$ cat src/rtl/tj_rx_aligner_if.sv
// rtl/tj_rx_aligner_if.sv - serial input and aligned symbol output bundle for tj_rx_aligner
interface tj_rx_aligner_if;
  logic       DATA_IN;
  logic       INVERT;
  logic       ENABLE;
  logic [9:0] DATA_OUT;
  logic       DATA_VALID;
  logic       LOCKED;
  logic [3:0] ALIGN_PHASE;
  logic [7:0] LOST_COUNT;

  modport master (
    output DATA_IN, INVERT, ENABLE,
    input  DATA_OUT, DATA_VALID, LOCKED, ALIGN_PHASE, LOST_COUNT
  );

  modport slave (
    input  DATA_IN, INVERT, ENABLE,
    output DATA_OUT, DATA_VALID, LOCKED, ALIGN_PHASE, LOST_COUNT
  );
endinterface

$ cat src/rtl/tj_rx_aligner.sv
// rtl/tj_rx_aligner.sv - comma-based 10-bit word aligner for the TJ-Monopix2 8b10b serial stream
module tj_rx_aligner #(
  parameter int LOCK_COUNT   = 4,
  parameter int UNLOCK_COUNT = 2
) (
  input  logic           SER_CLK,
  input  logic           RESETB,
  tj_rx_aligner_if.slave rx
);

  localparam int GW = $clog2(LOCK_COUNT + 1);
  localparam int MW = $clog2(UNLOCK_COUNT + 1);
  localparam logic [GW-1:0] GOOD_ONE  = GW'(1);
  localparam logic [GW-1:0] GOOD_LAST = GW'(LOCK_COUNT - 1);
  localparam logic [MW-1:0] MISS_LAST = MW'(UNLOCK_COUNT - 1);

  typedef enum logic [1:0] {
    ST_HUNT,
    ST_VERIFY,
    ST_LOCKED
  } state_t;

  logic [9:0]    sr;
  logic [3:0]    bit_cnt;
  state_t        state_q, state_d;
  logic [3:0]    phase_q, phase_d;
  logic [GW-1:0] good_q, good_d;
  logic [MW-1:0] miss_q, miss_d;
  logic [7:0]    lost_q, lost_d;
  logic [9:0]    dout_q, dout_d;
  logic          dvalid_q, dvalid_d;

  // The comma window is the first seven received bits of the current 10-bit window
  logic comma;
  logic on_phase;
  assign comma    = (sr[9:3] == 7'b0011111) || (sr[9:3] == 7'b1100000);
  assign on_phase = (bit_cnt == phase_q);

  // Serial shift register and free-running word counter; alignment never touches bit_cnt
  always_ff @(posedge SER_CLK or negedge RESETB) begin
    if (!RESETB) begin
      sr      <= 10'd0;
      bit_cnt <= 4'd0;
    end else begin
      sr      <= {sr[8:0], rx.DATA_IN ^ rx.INVERT};
      bit_cnt <= (bit_cnt == 4'd9) ? 4'd0 : bit_cnt + 4'd1;
    end
  end

  // State and output registers
  always_ff @(posedge SER_CLK or negedge RESETB) begin
    if (!RESETB) begin
      state_q  <= ST_HUNT;
      phase_q  <= 4'd0;
      good_q   <= '0;
      miss_q   <= '0;
      lost_q   <= 8'd0;
      dout_q   <= 10'd0;
      dvalid_q <= 1'b0;
    end else begin
      state_q  <= state_d;
      phase_q  <= phase_d;
      good_q   <= good_d;
      miss_q   <= miss_d;
      lost_q   <= lost_d;
      dout_q   <= dout_d;
      dvalid_q <= dvalid_d;
    end
  end

  // Next-state logic: HUNT finds a comma, VERIFY confirms its phase, LOCKED emits words
  always_comb begin
    state_d  = state_q;
    phase_d  = phase_q;
    good_d   = good_q;
    miss_d   = miss_q;
    lost_d   = lost_q;
    dout_d   = dout_q;
    dvalid_d = 1'b0;

    if (!rx.ENABLE) begin
      // Disable wins over any comma; phase and loss count are kept
      state_d = ST_HUNT;
      good_d  = '0;
      miss_d  = '0;
    end else begin
      case (state_q)
        ST_HUNT: begin
          if (comma) begin
            phase_d = bit_cnt;
            good_d  = GOOD_ONE;
            miss_d  = '0;
            if (LOCK_COUNT == 1) begin
              state_d  = ST_LOCKED;
              dout_d   = sr;
              dvalid_d = 1'b1;
            end else begin
              state_d = ST_VERIFY;
            end
          end
        end
        ST_VERIFY: begin
          if (comma) begin
            if (on_phase) begin
              if (good_q == GOOD_LAST) begin
                // The comma that completes the lock is also the first output word
                state_d  = ST_LOCKED;
                miss_d   = '0;
                dout_d   = sr;
                dvalid_d = 1'b1;
              end else begin
                good_d = good_q + GOOD_ONE;
              end
            end else begin
              phase_d = bit_cnt;
              good_d  = GOOD_ONE;
            end
          end
        end
        ST_LOCKED: begin
          if (on_phase) begin
            dout_d   = sr;
            dvalid_d = 1'b1;
            if (comma) begin
              miss_d = '0;
            end
          end else if (comma) begin
            if (miss_q == MISS_LAST) begin
              state_d = ST_HUNT;
              miss_d  = '0;
              good_d  = '0;
              if (lost_q != 8'hFF) begin
                lost_d = lost_q + 8'd1;
              end
            end else begin
              miss_d = miss_q + MW'(1);
            end
          end
        end
        default: begin
          state_d = ST_HUNT;
        end
      endcase
    end
  end

  assign rx.DATA_OUT    = dout_q;
  assign rx.DATA_VALID  = dvalid_q;
  assign rx.LOCKED      = (state_q == ST_LOCKED);
  assign rx.ALIGN_PHASE = phase_q;
  assign rx.LOST_COUNT  = lost_q;

endmodule

$ cat src/flat_wrapper.sv
// flat-port wrapper written by rule: the top's interface ports become plain ports
module tj_rx_aligner_flat 
#(
  parameter int LOCK_COUNT   = 4,
  parameter int UNLOCK_COUNT = 2
)
  (SER_CLK, RESETB, rx_DATA_IN, rx_INVERT, rx_ENABLE, rx_DATA_OUT, rx_DATA_VALID, rx_LOCKED, rx_ALIGN_PHASE, rx_LOST_COUNT);
  tj_rx_aligner_if rx_i ();
  input  logic SER_CLK;
  input  logic RESETB;
  input wire logic [$bits(rx_i.DATA_IN)-1:0] rx_DATA_IN;
  input wire logic [$bits(rx_i.INVERT)-1:0] rx_INVERT;
  input wire logic [$bits(rx_i.ENABLE)-1:0] rx_ENABLE;
  output wire logic [$bits(rx_i.DATA_OUT)-1:0] rx_DATA_OUT;
  output wire logic [$bits(rx_i.DATA_VALID)-1:0] rx_DATA_VALID;
  output wire logic [$bits(rx_i.LOCKED)-1:0] rx_LOCKED;
  output wire logic [$bits(rx_i.ALIGN_PHASE)-1:0] rx_ALIGN_PHASE;
  output wire logic [$bits(rx_i.LOST_COUNT)-1:0] rx_LOST_COUNT;
  assign rx_i.DATA_IN = rx_DATA_IN;
  assign rx_i.INVERT = rx_INVERT;
  assign rx_i.ENABLE = rx_ENABLE;
  assign rx_DATA_OUT = rx_i.DATA_OUT;
  assign rx_DATA_VALID = rx_i.DATA_VALID;
  assign rx_LOCKED = rx_i.LOCKED;
  assign rx_ALIGN_PHASE = rx_i.ALIGN_PHASE;
  assign rx_LOST_COUNT = rx_i.LOST_COUNT;
  tj_rx_aligner #(.LOCK_COUNT(LOCK_COUNT), .UNLOCK_COUNT(UNLOCK_COUNT)) u_core (.SER_CLK(SER_CLK), .RESETB(RESETB), .rx(rx_i));
endmodule
$ cat config.mk
export PLATFORM = sky130hd
export DESIGN_NAME = tj_rx_aligner_flat
export DESIGN_NICKNAME = d
export VERILOG_FILES = /design/src/rtl/tj_rx_aligner_if.sv /design/src/rtl/tj_rx_aligner.sv /design/src/flat_wrapper.sv
export SDC_FILE = /design/constraint.sdc
export NUM_CORES = 1
export LEC_CHECK = 0
export ABC_CLOCK_PERIOD_IN_PS = 3100
export BUFFER_PORTS_ARGS = -buffer_cell sky130_fd_sc_hd__buf_4
export CAP_MARGIN = 20
export CORE_UTILIZATION = 45
export DETAILED_ROUTE_END_ITERATION = 8
export HOLD_SLACK_MARGIN = 0.05
export PLACE_DENSITY = 0.65
export SLEW_MARGIN = 20
export SYNTH_ARGS = -nofsm -noshare
export SYNTH_HDL_FRONTEND = slang
export SYNTH_SLANG_ARGS = --single-unit
$ cat constraint.sdc
create_clock -name SER_CLK -period 3.1 [get_ports SER_CLK]
set_input_delay 0.31 -clock SER_CLK [delete_from_list [all_inputs] [get_ports SER_CLK]]
set_output_delay 0.31 -clock SER_CLK [all_outputs]
set_load 0.01 [all_outputs]
# After elaboration in Yosys (flattened, before gate mapping)
# Index checks and enable logic that the tools add are counted.
dict set report op_classes {
  n_addsub 4
  mul 0
  div 0
  order_cmp 0
  n_eq_ne 25
  shifts 0
  muxes 43
  n_bitwise 2
  n_reduce_logical 10
}
# op n
set ops {}
lappend ops {{$mux W10} 4}
lappend ops {{$mux W2} 16}
lappend ops {{$mux W3} 8}
lappend ops {{$pmux W10 S2} 1}
lappend ops {{$ne A3 B2 Y1 const B} 6}
lappend ops {{$mux W4} 4}
lappend ops {{$reduce_and A7 Y1} 2}
lappend ops {{$pmux W2 S3} 2}
lappend ops {{$reduce_and A6 Y1} 2}
lappend ops {{$ne A2 B1 Y1 const B} 5}
lappend ops {{$reduce_and A5 Y1} 2}
lappend ops {{$pmux W3 S3} 1}
lappend ops {{$add A8 B1 Y8 const B} 1}
lappend ops {{$ne A8 B8 Y1 const B} 1}
lappend ops {{$pmux W4 S2} 1}
lappend ops {{$eq A7 B5 Y1 const B} 1}
lappend ops {{$eq A7 B7 Y1 const B} 1}
lappend ops {{$mux W1} 5}
lappend ops {{$add A4 B1 Y4 const B} 1}
lappend ops {{$eq A2 B1 Y1 const B} 2}
lappend ops {{$eq A4 B4 Y1} 1}
lappend ops {{$eq A4 B4 Y1 const B} 1}
lappend ops {{$ne A4 B1 Y1 const B} 1}
lappend ops {{$ne A4 B2 Y1 const B} 1}
lappend ops {{other kinds (13)} 14}
dict set report totals {
  reg_bits 44
  latch_bits 0
  ramBits 0
  romBits 0
  in_bits 5
  output_inout_bits 24
  elab_cells 93
  n_memories 0
}

# Longest topological paths before layout
# Gate-level depths: netlist of the first run.
dict set report depth {
  word_depth 6
  ltp_mapped 8
  depth_no_buf 7
}

# Worst setup path after synthesis of the first run
# No wires, ideal clock.
dict set report synth_path {
  kind {register to register}
  startpoint {register u_core.sr[8]}
  endpoint {register u_core.dout_q[0], in the netlist u_core.rx.DATA_OUT[0]}
  setup_time_ps 125
  arrival_time_ps 1936
  required_ps 2975
  setup_slack_ps 1040
  stages_incl_launch_ff 8
  path_buffers 2
  synth_period_minus_slack_ps 2060
  path_cell_list {dfrtp_1 -> and4bb_2 -> nand4_1 -> buf_2 -> a211oi_1 -> o211a_1 -> buf_4 -> mux2_2}
}
dict set report synth_via {
  elab_chain_cells 4
  word_cells_on_any_way 5
  cone_classes {eq/ne (3); reduce/logical (2)}
}
# item line_no
set synth_lines {}
lappend synth_lines {{start, declared} tj_rx_aligner.sv:23} ;# logic [9:0] sr;
lappend synth_lines {{start signal, assigned} tj_rx_aligner.sv:45} ;# sr <= {sr[8:0], rx.DATA_IN ^ rx.INVERT};
lappend synth_lines {{$eq A7 B5 Y1 / $eq A7 B7 Y1 (equally long branches)} tj_rx_aligner.sv:36} ;# assign comma = (sr[9:3] == 7'b0011111) || (sr[9:3] == 7'b1100000);
lappend synth_lines {{$logic_or A1 B1 Y1 *} tj_rx_aligner.sv:36}
lappend synth_lines {{$ne A2 B1 Y1 (no source line) *} n/a}
lappend synth_lines {{$reduce_and A6 Y1 (no source line) *} n/a}
lappend synth_lines {{end signal, assigned} tj_rx_aligner.sv:66} ;# dout_q <= dout_d;
lappend synth_lines {{end, declared} tj_rx_aligner.sv:30} ;# logic [9:0] dout_q, dout_d;
# Every way passes the cells marked *; elsewhere a longest branch is shown, timed or not.
# A chain may end at the register's enable or synchronous reset.

# Worst setup path after layout of the first run
# Ends and elaborated chain as after synthesis.

==> impl_table.tex, run 1 <==
\begin{tabular}{lr}
\hline
Metric & Value \\
\hline
\multicolumn{2}{l}{\textbf{Floorplanning}} \\
\quad Initial core utilization & 47.43\% \\
\quad I/O pins & 29 \\
\quad Area enclosed by the die boundary & 4897 um2 \\
\quad Overall die height & 69.98 um \\
\quad Site Rows & 24 \\
\quad Core area & 4384 um2 \\
\quad DIE WIDTH & 69.98 um \\
\multicolumn{2}{l}{\textbf{STA}} \\
\quad Post-route worst hold slack & 182.0 ps \\
\quad Share of the clock period used by the worst path after layout & 79.97\% \\
\quad Worst rel slew slack & 63.64\% \\
\quad Final Hold Vio Count & 0 \\
\quad Post-route setup TNS & 0 ps \\
\quad Final worst clock skew & 8.497 ps \\
\quad Pins Over Slew Limit & 0 \\
\quad Maximum clock frequency & 403.4 MHz \\
\quad Setup violators final & 0 \\
\quad Fin crit period & 2479 ps \\
\quad Setup repair after global routing missed its margin & false \\
\quad Worst slew pin tran & 545.5 ps \\
\multicolumn{2}{l}{\textbf{Critical path}} \\
\quad Category of the most critical setup path & reg2reg \\
\quad Required time at the worst-slack endpoint & 3280 ps \\
\quad WP data arrival & 2660 ps \\
\quad Kind of start point of the critical path & register \\
\quad Max FO, Critical Path & 11 \\
\quad CP endpoint kind & register \\
\multicolumn{2}{l}{\textbf{Yosys}} \\
\quad Mapped Avg Cell Area & 11.82 um2 \\
\quad Mapped Area & 2079 um2 \\
\quad Number of warnings printed during yosys synthesis & 0 \\
\quad Unique masters post-synth & 41 \\
\quad Synthesized net count & 188 \\
\quad Post-synthesis async set-or-reset flop share & 100.0\% \\
\quad Number of enable flip-flop cells after synthesis & 0 \\
\quad Sequential fraction of the synthesis area & 52.95\% \\
\quad Most used DFF post-synth & sky130\_fd\_sc\_hd\_\_dfrtp\_1 \\
\quad Post-synthesis instance total & 176 \\
\quad Post-synthesis register bit count & 44 \\
\multicolumn{2}{l}{\textbf{GRT}} \\
\quad Sum of overflow across all layers after global routing & 0 \\
\quad Number of antenna violations at the first check in global routing & 0 \\
\quad All-Layer GR Usage & 18.23\% \\
\quad Wire length of the first global-routing pass & 7127 um \\
\quad Pin count of the biggest net entering global routing & 45 \\
\quad Via count of the first global-routing pass & 1471 \\
\multicolumn{2}{l}{\textbf{Place}} \\
\quad Count of port buffers added during placement & 28 \\
\quad Gpl congestion & 0.8763 \\
\quad Placed wire-length estimate & 2864 um \\
\multicolumn{2}{l}{\textbf{Detailed routing}} \\
\quad DRT iter0 DRCs & 49 \\
\quad DRT Wirelength & 3973 um \\
\quad Top layer reached by signal wires & met4 \\
\quad Wire length on met1 & 1779 um \\
\quad Routed vias/inst & 5.624 \\
\quad Met3 wirelength from detailed routing & 144 um \\
\quad DR WL met2 & 1976 um \\
\quad DR WL/cell & 15.40 um \\
\quad Number of vias in the routed layout & 1451 \\
\quad Antenna violation net count after detailed routing & 0 \\
\quad First-pass detailed-route iteration total & 4 \\
\quad DRC viols & 0 \\
\multicolumn{2}{l}{\textbf{Job}} \\
\quad Max-cap violation count & 0 \\
\multicolumn{2}{l}{\textbf{Power}} \\
\quad Leak Pwr & 1.151 nW \\
\quad Highest ir drop seen on vdd & 0.2844 mV \\
\quad Power density relative to cell area & 504.8 nW/um2 \\
\multicolumn{2}{l}{\textbf{Clock tree}} \\
\quad Clk root buf & sky130\_fd\_sc\_hd\_\_clkbuf\_8 \\
\quad Sink Count & 44 \\
\quad Clock network latency to the later pin of the worst-skew pair & 290 ps \\
\quad TritonCTS buffer count & 5 \\
\quad Clock-pin slew reported for the worst setup and hold paths after clock tree synthesis & 90 ps \\
\quad TritonCTS clock tree & yes \\
\quad Maximum buffer depth of the clock tree & 2 \\
\quad Number of levels in the clock H-tree & 2 \\
\multicolumn{2}{l}{\textbf{Worst hold path}} \\
\quad Worst Hold Class & in2reg \\
\multicolumn{2}{l}{\textbf{Outcome}} \\
\quad Run status & complete, no violations \\
\multicolumn{2}{l}{\textbf{Layout}} \\
\quad Layout overhead on the synthesized area & 17.03\% \\
\quad Share of final-layout standard cells stronger than drive strength 1 & 28.16\% \\
\quad Number of antenna diodes & 0 \\
\quad Final-stage net count & 217 \\
\hline
\end{tabular}
[final timing paths]
check                             startpoint                 endpoint  slack [ps]  cells after the start
worst max-delay path            u_core.sr[8]    u_core.rx.DATA_OUT[0]         620                      5
max in group asynchronous             RESETB         u_core.miss_q[1]        2180                      2
worst min-delay path              rx_DATA_IN             u_core.sr[0]         180                      2
worst max register to register  u_core.sr[8]    u_core.rx.DATA_OUT[0]         620                      5
worst min register to register  u_core.sr[2]             u_core.sr[3]         370                      0
min in group asynchronous             RESETB  u_core.rx.LOST_COUNT[0]         530                      2
[layer usage]
metal / global-route usage, % / vias up
li1: - / 690
met1: 22.23 / 719
met2: 31.73 / 34
met3: 3.896 / 8
met4: 6.444 / 0
met5: 0 / -
[registers in the layout (all words and copies together) (netlist names)]
name                   cells
u_core.sr                 10
u_core.rx.DATA_OUT        10
u_core.bit_cnt             4
u_core.rx.ALIGN_PHASE      4
u_core.state_q             2
u_core.rx.LOST_COUNT       8
u_core.miss_q              2
u_core.rx.DATA_VALID       1
u_core.good_q              3
[worst max-delay path, cell delays in order, from the launching register on]
cell and delay (ps):
sky130_fd_sc_hd__dfrtp_1 410, sky130_fd_sc_hd__and4bb_2 280, sky130_fd_sc_hd__nand4_1 400, sky130_fd_sc_hd__a211oi_1 420, sky130_fd_sc_hd__o211a_1 450, sky130_fd_sc_hd__mux2_2 390
[cells in the mapped netlist, types with 2 or more instances]
library cell	instances	share of area [%]
sky130_fd_sc_hd__a211oi_1	2	0.72
sky130_fd_sc_hd__a21oi_1	4	0.96
sky130_fd_sc_hd__a31oi_1	2	0.60
sky130_fd_sc_hd__a41oi_1	4	1.7
sky130_fd_sc_hd__and3_1	4	1.2
sky130_fd_sc_hd__clkbuf_1	5	0.90
sky130_fd_sc_hd__dfrtp_1	44	53
sky130_fd_sc_hd__ha_1	7	4.2
sky130_fd_sc_hd__inv_1	10	1.8
sky130_fd_sc_hd__mux2_2	15	8.1
sky130_fd_sc_hd__mux2i_1	5	2.4
sky130_fd_sc_hd__nand2_1	13	2.3
sky130_fd_sc_hd__nand2b_1	2	0.60
sky130_fd_sc_hd__nand3_1	8	1.9
sky130_fd_sc_hd__nand4_1	4	1.2
sky130_fd_sc_hd__nor2_1	5	0.90
sky130_fd_sc_hd__nor3_1	3	0.72
sky130_fd_sc_hd__nor4_1	3	0.90
sky130_fd_sc_hd__o211ai_1	2	0.72
sky130_fd_sc_hd__o21ai_0	2	0.48
sky130_fd_sc_hd__xnor2_1	12	5.1
[report_power, final]
group	internal [mW]	switching, mW
sequential	0.608	0.0292
combinational	0.0915	0.120
clock	0.180	0.199
[metrics by stage]
stage	power [mW]	setup slack, ps	util [%]	instances	area, um2
floorplan	0.7892	1040	-	176	2079
global placement	0.8547	712.4	53.05	249	2326
detailed placement	0.8605	639.3	53.05	249	2326
CTS	1.242	618.9	55.51	258	2434
global route	1.290	428.7	55.51	258	2434
finish	1.229	621.1	55.51	258	2434
[logic make-up after synthesis]
| kind of cell | share of synthesized area (%) |
|---|---|
| fa+ha+maj | 4.212 |
| mux | 11.25 |
| compound gates | 9.627 |
| xor+xnor | 5.475 |
| flops | 52.95 |
| simple gates | 12.94 |
| buf+inv | 3.550 |
[final cells by class]
type,instances,area [um2]
clock buffer,6,82.58
tap,52,65.06
fill,375,1951
timing repair buffer,30,227.7
clock inverter,2,15.01
sequential,44,1101
multi-input combinational,114,904.6
inverter,10,37.54
[timing repair]
| action | 4_1_cts | 5_1_grt |
|---|---|---|
| setup endpoints to repair | 0 | 0 |
| hold endpoints to repair | 44 | 0 |
| buffers inserted | 0 | 0 |
| gates resized for setup | 0 | 0 |
| hold buffers | 1 | 0 |
[layout by cell type, fill, tap and decap left out, types with 3 or more instances in the layout]
| master | instances |
|---|---|
| sky130_fd_sc_hd__buf_4 | 29 |
| sky130_fd_sc_hd__xnor2_1 | 12 |
| sky130_fd_sc_hd__nand3_1 | 8 |
| sky130_fd_sc_hd__a21oi_1 | 4 |
| sky130_fd_sc_hd__mux2_2 | 15 |
| sky130_fd_sc_hd__clkbuf_8 | 6 |
| sky130_fd_sc_hd__inv_1 | 10 |
| sky130_fd_sc_hd__nand2_1 | 13 |
| sky130_fd_sc_hd__dfrtp_1 | 44 |
| sky130_fd_sc_hd__mux2i_1 | 5 |
| sky130_fd_sc_hd__nor2_1 | 5 |
| sky130_fd_sc_hd__nor4_1 | 3 |
| sky130_fd_sc_hd__nor3_1 | 3 |
| sky130_fd_sc_hd__and3_1 | 4 |
| sky130_fd_sc_hd__a41oi_1 | 4 |
| sky130_fd_sc_hd__nand4_1 | 4 |
| sky130_fd_sc_hd__ha_1 | 7 |
No activity file was read; power rests on OpenSTA's default activity.
==> run 2: changes to the inputs <==
--- a/config.mk
+++ b/config.mk
@@ -5,13 +5,13 @@
 export SDC_FILE = /design/constraint.sdc
 export NUM_CORES = 1
 export LEC_CHECK = 0
-export ABC_CLOCK_PERIOD_IN_PS = 3100
+export ABC_AREA = 1
+export ABC_CLOCK_PERIOD_IN_PS = 2500
 export BUFFER_PORTS_ARGS = -buffer_cell sky130_fd_sc_hd__buf_4
 export CAP_MARGIN = 20
 export CORE_UTILIZATION = 45
 export DETAILED_ROUTE_END_ITERATION = 8
 export HOLD_SLACK_MARGIN = 0.05
-export PLACE_DENSITY = 0.65
 export SLEW_MARGIN = 20
 export SYNTH_ARGS = -nofsm -noshare
 export SYNTH_HDL_FRONTEND = slang
==> constraint.sdc (replaced) <==
create_clock -name SER_CLK -period 2.5 [get_ports SER_CLK]
set_input_delay 0.25 -clock SER_CLK [delete_from_list [all_inputs] [get_ports SER_CLK]]
set_output_delay 0.25 -clock SER_CLK [all_outputs]
set_load 0.01 [all_outputs]
==> run 2 against run 1 <==
Compared with the run above:
- die area rose by 6.1%
- clock skew fell by 5.4 ps
- synthesized area rose by 6.3%
- total power rose by 62%
- first-iteration DRC count rose to 3.1 times the previous value
- combinational power rose to 3.1 times the previous value
- worst hold slack got worse by 68 ps
- final area rose by 5.6%
- highest routed layer unchanged
- count of clock-buffer cells in the layout fell by 1
==> impl_table.tex, run 2 <==
\begin{tabular}{lr}
\hline
Metric & Value \\
\hline
\multicolumn{2}{l}{\textbf{Layout}} \\
\quad Most common cell after layout, fill and taps aside & sky130\_fd\_sc\_hd\_\_nand2\_1 \\
\quad Footprint of the multi-input gates & 928.4 um2 \\
\quad Layout overhead on the synthesized area & 16.19\% \\
\quad Number of antenna diodes & 0 \\
\quad Commonest cells after routing, fill and taps aside & sky130\_fd\_sc\_hd\_\_nand2\_1 (68), sky130\_fd\_sc\_hd\_\_dfrtp\_1 (44), sky130\_fd\_sc\_hd\_\_inv\_1 (38) \\
\quad Register cell area after layout & 1101 um2 \\
\quad Final-stage net count & 301 \\
\quad Share of final-layout standard cells stronger than drive strength 1 & 20.76\% \\
\quad Non-Filler Instances & 356 \\
\quad Count of fill cells added during filler insertion & 454 \\
\multicolumn{2}{l}{\textbf{Yosys}} \\
\quad Post-synthesis register bit count & 44 \\
\quad Most used DFF post-synth & sky130\_fd\_sc\_hd\_\_dfrtp\_1 \\
\quad Unique masters post-synth & 27 \\
\quad Number of enable flip-flop cells after synthesis & 0 \\
\quad Cell with the most instances after synthesis & sky130\_fd\_sc\_hd\_\_nand2\_1 \\
\quad Most instantiated cells after synthesis & sky130\_fd\_sc\_hd\_\_nand2\_1 (68), sky130\_fd\_sc\_hd\_\_dfrtp\_1 (44), sky130\_fd\_sc\_hd\_\_inv\_1 (38), sky130\_fd\_sc\_hd\_\_nand3\_1 (20), sky130\_fd\_sc\_hd\_\_nor2\_1 (15) \\
\quad Cell taking the most area after synthesis & sky130\_fd\_sc\_hd\_\_dfrtp\_1 \\
\quad Area share of the leading cell type in the synthesized netlist & 49.80\% \\
\quad Sequential fraction of the synthesis area & 49.80\% \\
\quad Post-synthesis instance total & 256 \\
\quad Post-synthesis async set-or-reset flop share & 100.0\% \\
\quad Number of warnings printed during yosys synthesis & 0 \\
\quad Synthesized net count & 268 \\
\quad Mapped Area & 2211 um2 \\
\quad Ranking of synthesized cells by area & sky130\_fd\_sc\_hd\_\_dfrtp\_1 (50\%), sky130\_fd\_sc\_hd\_\_nand2\_1 (12\%), sky130\_fd\_sc\_hd\_\_inv\_1 (6.5\%), sky130\_fd\_sc\_hd\_\_nand3\_1 (4.5\%), sky130\_fd\_sc\_hd\_\_ha\_1 (4.0\%) \\
\quad Mapped Avg Cell Area & 8.636 um2 \\
\multicolumn{2}{l}{\textbf{GRT}} \\
\quad Via count of the first global-routing pass & 1553 \\
\quad Sum of overflow across all layers after global routing & 0 \\
\quad Pin count of the biggest net entering global routing & 45 \\
\quad Wire length of the first global-routing pass & 6727 um \\
\quad All-Layer GR Usage & 16.90\% \\
\quad Number of antenna violations at the first check in global routing & 0 \\
\multicolumn{2}{l}{\textbf{Place}} \\
\quad Placed wire-length estimate & 2773 um \\
\quad Count of port buffers added during placement & 28 \\
\quad Total instance count after detailed placement & 348 \\
\quad Gpl congestion & 0.8639 \\
\multicolumn{2}{l}{\textbf{Floorplanning}} \\
\quad Site Rows & 25 \\
\quad Area enclosed by the die boundary & 5198 um2 \\
\quad Core area & 4723 um2 \\
\quad DIE WIDTH & 72.10 um \\
\quad Initial core utilization & 46.81\% \\
\quad Overall die height & 72.10 um \\
\quad I/O pins & 29 \\
\multicolumn{2}{l}{\textbf{Clock tree}} \\
\quad TritonCTS clock tree & yes \\
\quad \# resized after CTS & 0 \\
\quad Number of levels in the clock H-tree & 2 \\
\quad Setup bufs post-CTS & 0 \\
\quad Sink Count & 44 \\
\quad Clock-pin slew reported for the worst setup and hold paths after clock tree synthesis & 80 ps \\
\quad Clk root buf & sky130\_fd\_sc\_hd\_\_clkbuf\_8 \\
\quad Maximum buffer depth of the clock tree & 2 \\
\quad Clock network latency to the later pin of the worst-skew pair & 300 ps \\
\quad Number of hold-repair buffers added at the cts stage & 1 \\
\quad TritonCTS buffer count & 5 \\
\multicolumn{2}{l}{\textbf{Critical path}} \\
\quad Most frequent CP cell & sky130\_fd\_sc\_hd\_\_nand2\_1 \\
\quad Category of the most critical setup path & reg2reg \\
\quad Worst-path cell chain & inv\_1 -> ha\_1 -> inv\_1 -> nand4\_1 -> o21ai\_0 -> a21oi\_1 -> nand2\_1 -> nand2\_1 -> nand2\_1 \\
\quad CP Buf/Inv Count & 2 \\
\quad Required time at the worst-slack endpoint & 2700 ps \\
\quad Critical path's slowest cell & sky130\_fd\_sc\_hd\_\_dfrtp\_1 \\
\quad Biggest cell delay along the critical path & 410 ps \\
\quad Kind of start point of the critical path & register \\
\quad CP endpoint kind & register \\
\quad Max FO, Critical Path & 6 \\
\quad Delay-heaviest family, CP & flip-flops \\
\quad WP data arrival & 1930 ps \\
\multicolumn{2}{l}{\textbf{Detailed routing}} \\
\quad DR WL/cell & 10.93 um \\
\quad DRC viols & 0 \\
\quad Antenna violation net count after detailed routing & 0 \\
\quad DRT iter0 DRCs & 152 \\
\quad Routed vias/inst & 4.671 \\
\quad DRT Wirelength & 3891 um \\
\quad First-pass detailed-route iteration total & 4 \\
\quad Number of vias in the routed layout & 1663 \\
\multicolumn{2}{l}{\textbf{Job}} \\
\quad Max-cap violation count & 0 \\
\multicolumn{2}{l}{\textbf{STA}} \\
\quad Final Hold Vio Count & 0 \\
\quad Setup violators final & 0 \\
\quad Share of the clock period used by the worst path after layout & 69.24\% \\
\quad Pins Over Slew Limit & 0 \\
\quad Fin crit period & 1731 ps \\
\quad Maximum clock frequency & 577.7 MHz \\
\quad Setup repair after global routing missed its margin & false \\
\quad Worst rel slew slack & 60.41\% \\
\quad Post-route setup TNS & 0 ps \\
\quad Final worst clock skew & 3.055 ps \\
\quad Worst slew pin tran & 589.9 ps \\
\multicolumn{2}{l}{\textbf{Power}} \\
\quad Clock group share of total power & 21.6\% \\
\quad Fraction of power consumed by combinational cells & 33.3\% \\
\quad Sequential share of power & 45.1\% \\
\quad Net switching share of the total power & 35.68\% \\
\quad Total internal power & 1.281 mW \\
\quad Leak Pwr & 1.330 nW \\
\quad Power density relative to cell area & 775.3 nW/um2 \\
\quad Psw & 0.7107 mW \\
\quad Highest ir drop seen on vdd & 0.3361 mV \\
\multicolumn{2}{l}{\textbf{Worst hold path}} \\
\quad Worst Hold Class & in2reg \\
\multicolumn{2}{l}{\textbf{Outcome}} \\
\quad Run status & complete, no violations \\
\hline
\end{tabular}
## run 2: changes by cell type after synthesis, sizes merged, moves of 4 or more
cell,previous run,this run
nand3,8,22
o21ai,2,25
and3,4,0
nor2,5,18
mux2,16,0
nand2,14,73
inv,10,41
xnor2,12,5
mux2i,5,0
a41oi,4,0
clkbuf,6,0
## run 2: final timing paths
check	slack [ps]	from	cells past startpoint	endpoint
min in group asynchronous	480	RESETB	2	u_core.rx.DATA_OUT[5]
worst min register to register	380	u_core.sr[2]	0	u_core.sr[3]
worst min-delay path	110	rx_DATA_IN	2	u_core.sr[0]
worst max-delay path	770	u_core.state_q[0]	9	u_core.good_q[0]
worst max register to register	770	u_core.state_q[0]	9	u_core.good_q[0]
max in group asynchronous	1650	RESETB	2	u_core.state_q[0]
## run 2: cell families (layout without fill, tap and decap cells)
logic type,Yosys count,in the layout,share of synthesized area [%]
compound gates,33,33,9.791
xor+xnor,9,9,3.565
simple gates,119,119,24.67
flops,44,44,49.80
buf+inv,44,77,8.206
fa+ha+maj,7,7,3.961
## run 2: through the flow
step	worst slack [ps]	hold slack (ps)	instance area [um2]	util (%)	power, mW
floorplan	940.4	-45.59	2211	-	1.359
global placement	835.6	281.3	2477	52.45	1.569
detailed placement	800.9	279.6	2477	52.45	1.575
CTS	778.4	108.6	2569	54.38	2.013
global route	574.2	114.2	2569	54.38	2.141
finish	769.0	114.0	2569	54.38	1.992
## run 2: cell type report
type                    instances  share of cell area [%]
well taps                      67                   3.264
inverters                      41                   5.991
multi-input cells             168                   36.14
repair buffers                 29                   8.573
clock buffers                   5                   2.679
flip-flops and latches         44                   42.86
clock inverters                 2                  0.4871
## run 2: power groups by stage
stage	sequential, mW	combinational [mW]	clock, mW
floorplan	0.931	0.428	0
global placement	0.907	0.662	0
detailed placement	0.911	0.664	0
CTS	0.898	0.666	0.448
global route	0.917	0.750	0.474
finish	0.898	0.664	0.430
## run 2: worst register-to-register path: stages, from the launching register on
cell	delay [ps]
sky130_fd_sc_hd__dfrtp_1	410
sky130_fd_sc_hd__inv_1	110
sky130_fd_sc_hd__ha_1	220
sky130_fd_sc_hd__inv_1	140
sky130_fd_sc_hd__nand4_1	130
sky130_fd_sc_hd__o21ai_0	110
sky130_fd_sc_hd__a21oi_1	250
sky130_fd_sc_hd__nand2_1	130
sky130_fd_sc_hd__nand2_1	80
sky130_fd_sc_hd__nand2_1	40
## run 2: per-layer routing
layer | routed length, um | part of all wire, % | global-route usage, % | up-vias
met5 | 0 | 0 | 0 | -
met4 | 91 | 2.3 | 8.497 | 0
met3 | 131 | 3.4 | 3.333 | 8
met2 | 1753 | 45 | 26.58 | 30
met1 | 1914 | 49 | 22.35 | 764
li1 | - | - | - | 861
